<file path="src/rtl/serial_add_sub.sv">
// Digit-serial two's-complement adder/subtractor with valid/ready handshakes.
// Operands are consumed LSB-first, DIGIT bits per clock; results and flags are registered.
module serial_add_sub #(
    parameter int unsigned WIDTH = 8,
    parameter int unsigned DIGIT = 2
) (
    input  logic             clk,
    input  logic             rst_n,
    input  logic             in_valid,
    output logic             in_ready,
    input  logic [WIDTH-1:0] a,
    input  logic [WIDTH-1:0] b,
    input  logic             sub,
    output logic             out_valid,
    input  logic             out_ready,
    output logic [WIDTH-1:0] sum,
    output logic             carry,
    output logic             overflow,
    output logic             zero
);

    localparam int unsigned N     = WIDTH / DIGIT;
    localparam int unsigned CNT_W = (N > 1) ? $clog2(N) : 1;

    typedef enum logic [1:0] {
        ST_IDLE = 2'd0,
        ST_RUN  = 2'd1,
        ST_DONE = 2'd2
    } state_t;

    state_t             r_state;
    state_t             w_next;
    logic [WIDTH-1:0]   r_a;
    logic [WIDTH-1:0]   r_b;
    logic [WIDTH-1:0]   r_acc;
    logic               r_cin;
    logic [CNT_W-1:0]   r_cnt;
    logic [WIDTH-1:0]   r_sum;
    logic               r_carry;
    logic               r_ovf;
    logic               r_zero;

    logic               w_accept;
    logic               w_last;
    logic               w_handshake;
    logic [DIGIT:0]     w_dsum;
    logic               w_c_msb;
    logic               w_ovf;
    logic [WIDTH-1:0]   w_acc_next;

    assign in_ready    = (r_state == ST_IDLE);
    assign out_valid   = (r_state == ST_DONE);
    assign w_accept    = in_valid && in_ready;
    assign w_handshake = out_valid && out_ready;
    assign w_last      = (r_cnt == CNT_W'(N - 1));

    assign sum      = r_sum;
    assign carry    = r_carry;
    assign overflow = r_ovf;
    assign zero     = r_zero;

    // One digit of ripple addition; the top bit of w_dsum is the digit carry-out.
    assign w_dsum  = {1'b0, r_a[DIGIT-1:0]} + {1'b0, r_b[DIGIT-1:0]} + (DIGIT+1)'(r_cin);
    // Carry into the digit MSB recovered from the MSB sum bit and its operands.
    assign w_c_msb = r_a[DIGIT-1] ^ r_b[DIGIT-1] ^ w_dsum[DIGIT-1];
    assign w_ovf   = w_c_msb ^ w_dsum[DIGIT];
    assign w_acc_next = (r_acc >> DIGIT) | (WIDTH'(w_dsum[DIGIT-1:0]) << (WIDTH - DIGIT));

    always_ff @(posedge clk or negedge rst_n) begin
        if (!rst_n) begin
            r_state <= ST_IDLE;
        end else begin
            r_state <= w_next;
        end
    end

    always_comb begin
        w_next = r_state;
        case (r_state)
            ST_IDLE: if (w_accept)    w_next = ST_RUN;
            ST_RUN:  if (w_last)      w_next = ST_DONE;
            ST_DONE: if (w_handshake) w_next = ST_IDLE;
            default:                  w_next = ST_IDLE;
        endcase
    end

    // Operand shift registers, running carry and result/flag registers.
    always_ff @(posedge clk or negedge rst_n) begin
        if (!rst_n) begin
            r_a     <= '0;
            r_b     <= '0;
            r_acc   <= '0;
            r_cin   <= 1'b0;
            r_cnt   <= '0;
            r_sum   <= '0;
            r_carry <= 1'b0;
            r_ovf   <= 1'b0;
            r_zero  <= 1'b0;
        end else if (w_accept) begin
            r_a   <= a;
            r_b   <= b ^ {WIDTH{sub}};
            r_cin <= sub;
            r_cnt <= '0;
        end else if (r_state == ST_RUN) begin
            r_a   <= r_a >> DIGIT;
            r_b   <= r_b >> DIGIT;
            r_cin <= w_dsum[DIGIT];
            r_cnt <= r_cnt + CNT_W'(1);
            r_acc <= w_acc_next;
            if (w_last) begin
                r_sum   <= w_acc_next;
                r_carry <= w_dsum[DIGIT];
                r_ovf   <= w_ovf;
                r_zero  <= (w_acc_next == '0);
            end
        end
    end

endmodule

</file>
<file path="config.mk">
export PLATFORM = sky130hd
export DESIGN_NAME = serial_add_sub
export DESIGN_NICKNAME = d
export VERILOG_FILES = /design/src/rtl/serial_add_sub.sv
export SDC_FILE = /design/constraint.sdc
export NUM_CORES = 1
export LEC_CHECK = 0
export CAP_MARGIN = 20
export CORE_MARGIN = 4
export CORE_UTILIZATION = 55
export DETAILED_ROUTE_END_ITERATION = 8
export HOLD_SLACK_MARGIN = 0.08
export PLACE_DENSITY_LB_ADDON = 0.05
export SLEW_MARGIN = 20
export SYNTH_ARGS = -nofsm -noshare
export SYNTH_HDL_FRONTEND = slang
export SYNTH_SLANG_ARGS = --single-unit
</file>
<file path="constraint.sdc">
create_clock -name clk -period 4.93 [get_ports clk]
set_input_delay 0.7395 -clock clk [delete_from_list [all_inputs] [get_ports clk]]
set_output_delay 0.7395 -clock clk [all_outputs]
set_load 0.02 [all_outputs]
</file>
Yosys cells after proc, flatten, opt, wreduce, memory -nomap -nowiden
Index checks and enable logic that the tools add are counted.

Multiply operators: 0. Equal/unequal tests: 6. Mux-type cells: 12. Reduce and logical (&&, ||, !) cells: 8. Shifts and indexed selects: 0. Add/subtract/negate cells: 3. $lt $le $gt $ge: 0. Bitwise gates (word level): 6. Div/mod/pow operators: 0.

Operators with widths (number): 8-bit two-way mux (4); 2-bit two-way mux (5); 8-bit logical NOT (1); 6-bit by 8-bit bitwise OR with 8-bit output (1); 8-bit bitwise XOR (1); 2-bit case mux with 3 select lines (1); 3-bit AND reduction (2); 2-bit equality test (second input constant) (2); 2-bit by 1-bit inequality test with 1-bit output (second input constant) (2); 2-bit by 2-bit adder with 3-bit output (1); 3-bit by 1-bit adder with 3-bit output (1); 1-bit bitwise XOR (3); 2-bit by 1-bit adder with 2-bit output (second input constant) (1); 2-bit by 1-bit equality test with 1-bit output (second input constant) (1); 1-bit logical AND (2); 2-bit logical NOT (1); 1-bit two-way mux (2); 2-bit inequality test (second input constant) (1); 2-bit AND reduction (1); 2-bit nonzero test (1); 1-bit NOT (1).

Logic and storage cells: 45. Bits in latches: 0. Bits in writable memories: 0. Memories: 0. Register bits after elaboration: 40. Bits in read-only memories: 0.

Depth between registers and ports, before layout
Depth after elaboration: 4. Gate-level depth with buffers: 6. Depth with buffers taken out: 6.

Worst setup path after synthesis
No wires, ideal clock.

Path kind: register -> register. Start point: reg r_a[0]. End point: reg r_ovf (netlist: overflow). Slack: 3102 ps. Stages on the path, launching flop included: 7. Path buffers: 0. Arrival: 1701 ps. Setup time: 128 ps. Cell sequence: dfrtp_1 -> inv_1 -> fa_1 -> fa_1 -> xor2_1 -> xnor2_1 -> o21ai_0.

Word-level cells in the longest chain between the ends: 4.

RTL lines: start: declaration (line 33) `logic [WIDTH-1:0] r_a;`; start signal: assignment (line 105) `r_a <= r_a >> DIGIT;`; 2-bit by 2-bit adder with 3-bit output (*) (line 63) `assign w_dsum = {1'b0, r_a[DIGIT-1:0]} + {1'b0, r_b[DIGIT-1:0]} + (DIGIT+1)'(r_cin);`; 3-bit by 1-bit adder with 3-bit output (*) (line 63); 1-bit bitwise XOR (line 65) `assign w_c_msb = r_a[DIGIT-1] ^ r_b[DIGIT-1] ^ w_dsum[DIGIT-1];`; 1-bit bitwise XOR (*) (line 66) `assign w_ovf = w_c_msb ^ w_dsum[DIGIT];`; end signal: assignment (line 113) `r_ovf <= w_ovf;`; end: declaration (line 40) `logic r_ovf;`.

Every way passes the cells marked *; elsewhere a longest branch is shown, timed or not. A chain may end at the register's enable or synchronous reset.

Final worst setup path
Start point: reg r_state[0]. End point: out out_valid.

Word-level cells in the longest chain between the ends: 1.

RTL lines: start: declaration (line 31) `state_t r_state;`; start signal: assignment (line 73) `r_state <= w_next;`; 2-bit equality test (line 52) `assign out_valid = (r_state == ST_DONE);`; end: declaration (line 14) `output logic out_valid,`.

Every way passes these cells.

==> qor.txt <==
post-cts sizing count -> 0
Max Fanout on Critical Path -> 8
RSZ-0062 raised after global routing -> no
Post-route DRC -> 0
number of setup buffers added after CTS -> 0
die area -> 0.00417 mm²
DR vias -> 1,238
post-synthesis register bit count -> 38
I/O pins -> 34
Initial DRT Pass Iterations -> 4
Synth top area share -> 0.540
post-route antenna net violation count -> 0
worst r2r src -> r_a[0]
CTS buffer count -> 5
final setup vio count -> 0
Seq/Total Area, Yosys -> 0.540
grt total ovfl -> 0
EDFF count, synth -> 0
layout cells sized above 1 -> 0.130
# rows -> 20
power per cell area -> 633 mW/mm²
Setup crit end kind -> primary output
1st-iter DRT viols -> 47
top post-synthesis cells by area -> dfrtp_1, nand2_1, xnor2_1, mux2_2, a221o_1
Synth warnings -> 0
CP startpoint kind -> flip-flop
Hold Path Class -> in -> async
Post-Syn Area -> 0.00176 mm²
mux share of post-synthesis cell area -> 0.0384
crit path DAT -> 1.64 ns
first-pass GRT wire length -> 5500 µm
Antenna diodes -> 0
Int Power -> 0.829 mW
async set-reset flop share out of synthesis -> 1.00
Max Fclk -> 419 MHz
max cap viols -> 0
Clock Tree Buf Depth -> 2
Post-Synth Simple-Gate Area -> 0.168
area delta synth->final -> 21.7%
VDD IR max -> 355 µV
Worst-Skew Late Latency -> 0.35 ns
CTS tree -> done
area of the multi-input gates -> 712 µm²
height of the chip -> 64.6 µm
NetSw -> 0.529 mW
combinational family with the most area after synthesis -> simple AND/OR/NAND/NOR gates
combinational share of power -> 0.449
Starting Density -> 0.577
WS Path Type -> reg -> out
R2R Path End -> overflow
CP required -> 4.19 ns
Worst Tran Pin Value -> 0.951 ns
setup_tns -> 0 ns
Avg Cell Area, Syn -> 10.9 µm²
routability congestion estimate -> 0.757
die width -> 64.6 µm
Mapped Nets -> 187
cells after synthesis -> 162
Clock Sink Count -> 38
Final Hold Fails -> 0
Top FF cell, synth -> dfrtp_1
Clk pwr share -> 0.152
largest net degree at the start of global routing -> 39
routed length per placed instance -> 13.0 µm
post-synthesis adder-cell area fraction -> 0.0370
drt total wl -> 3070 µm
DP HPWL -> 2280 µm
Register-to-Register Path Depth -> 6
Sw Share -> 0.389
core area -> 0.00305 mm²
clk_skew -> 0.00535 ns
XOR/XNOR share of the synthesized area -> 0.0498
Synth Area in Compound Gates -> 0.109
antenna violations before repair -> 0
Relative slew margins -> 0.365
Flop pwr share -> 0.398
cell taking the most area after synthesis -> dfrtp_1
# port buffers -> 33
final worst path period share -> 0.484
Yosys cell types -> 30
final core utilization -> 0.702
Post-layout nets -> 217
Tmin final -> 2.38 ns
Seq. cell area -> 951 µm²
vias in the first global route -> 1,247
filler instances -> 267
Hold Buf Count CTS -> 0
P_leak -> 0.976 nW
clk root buf -> clkbuf_4
Clock Pin Slew Worst Setup and Hold Paths -> 0.11 ns
DR vias/cell -> 5.22
Slew Limit Fails -> 0
Tot GR Track Use -> 0.174
status -> finished clean
H-tree depth -> 2
reg2reg setup slack -> 2.92 ns
[synthesized netlist by cell type, drive strengths merged (5+ instances only)]
master   n
buf      9
a221o    6
a22oi    6
nand2   40
inv      6
nor2     9
mux2     6
o21ai   12
dfrtp   38
xnor2    8
nand3    5
[stage by stage]
stage | total power [mW] | area [µm²] | setup WS, ns | hold WS, ns | cells
after floorplan | 0.996 | 1760 | 3.10 | 0.444 | 162
after global placement | 1.13 | 2060 | 2.66 | 0.459 | 229
after detailed placement | 1.16 | 2060 | 2.60 | 0.465 | 229
after CTS | 1.37 | 2140 | 2.52 | 0.483 | 237
after global routing | 1.48 | 2140 | 2.46 | 0.523 | 237
final | 1.36 | 2140 | 2.55 | 0.467 | 237
[how the worst max path moves through the flow]
stage                          start   endpoint  slack (ns)  depth (start not counted)
after floorplan               r_a[0]   overflow        3.10                          6
after global placement      in_valid      r_cin        2.66                          3
after detailed placement    in_valid     r_b[2]        2.60                          4
after CTS                 r_state[0]  out_valid        2.52                          3
after global routing      r_state[0]  out_valid        2.46                          3
final                     r_state[0]  out_valid        2.55                          3
[power groups by stage]
stage / Clock, mW / Sequential [mW] / Combinational, mW
3_3_place_gp: 0 / 0.540 / 0.594
2_1_floorplan: 0 / 0.569 / 0.426
5_1_grt: 0.229 / 0.562 / 0.686
6_report: 0.207 / 0.541 / 0.610
3_5_place_dp: 0 / 0.548 / 0.616
4_1_cts: 0.213 / 0.542 / 0.616
[final cells by class]
class	instances	area share
Sequential cell	38	0.444
Inverter	6	0.0105
Timing Repair Buffer	33	0.152
Clock inverter	3	0.0187
Tap cell	44	0.0257
Clock buffer	5	0.0175
Multi-Input combinational cell	108	0.332
[cells by family (layout without fill, tap and decap cells)]
logic type,after synthesis,count (layout)
compound gates,26,26
xor+xnor,10,10
mux,6,6
buf+inv,16,47
fa+ha+maj,4,4
simple gates,62,62
flops,38,38
[critical path: stages, from the launching register on]
cell and delay (ns):
dfrtp_1 0.46, nand2b_1 0.19, inv_1 0.06, clkdlybuf4s50_1 0.59
[routing by layer]
| metal | vias up | track usage | wire length (µm) |
|---|---|---|---|
| met4 | 0 | 0.0844 | 64 |
| met5 | - | 0 | 0 |
| li1 | 602 | - | - |
| met1 | 599 | 0.211 | 1390 |
| met2 | 31 | 0.278 | 1470 |
| met3 | 6 | 0.0572 | 151 |
[placed cells by master (no fill, tap or decap), drive strengths merged]
cell type      instances
a31oi                  1
nand4                  1
xnor2                  8
nor2b                  1
nand2                 40
nor4                   1
fa                     2
ha                     2
inv                    6
nand2b                 2
clkdlybuf4s50         32
o21ai                 12
o21bai                 1
dfrtp                 38
a221o                  6
or3b                   1
buf                    1
xor2                   2
nand3                  5
clkbuf                 5
a22oi                  6
clkinv                 2
bufinv                 1
nor3b                  1
nor2                   9
nand3b                 1
mux2                   6
[registers in the layout (all words and copies together) (netlist names)]
name      cells
r_a           8
r_b           8
sum           8
r_acc         6
r_cnt         2
r_state       2
carry         1
overflow      1
r_cin         1
zero          1
Note: power is estimated with default switching activity, not from simulation.
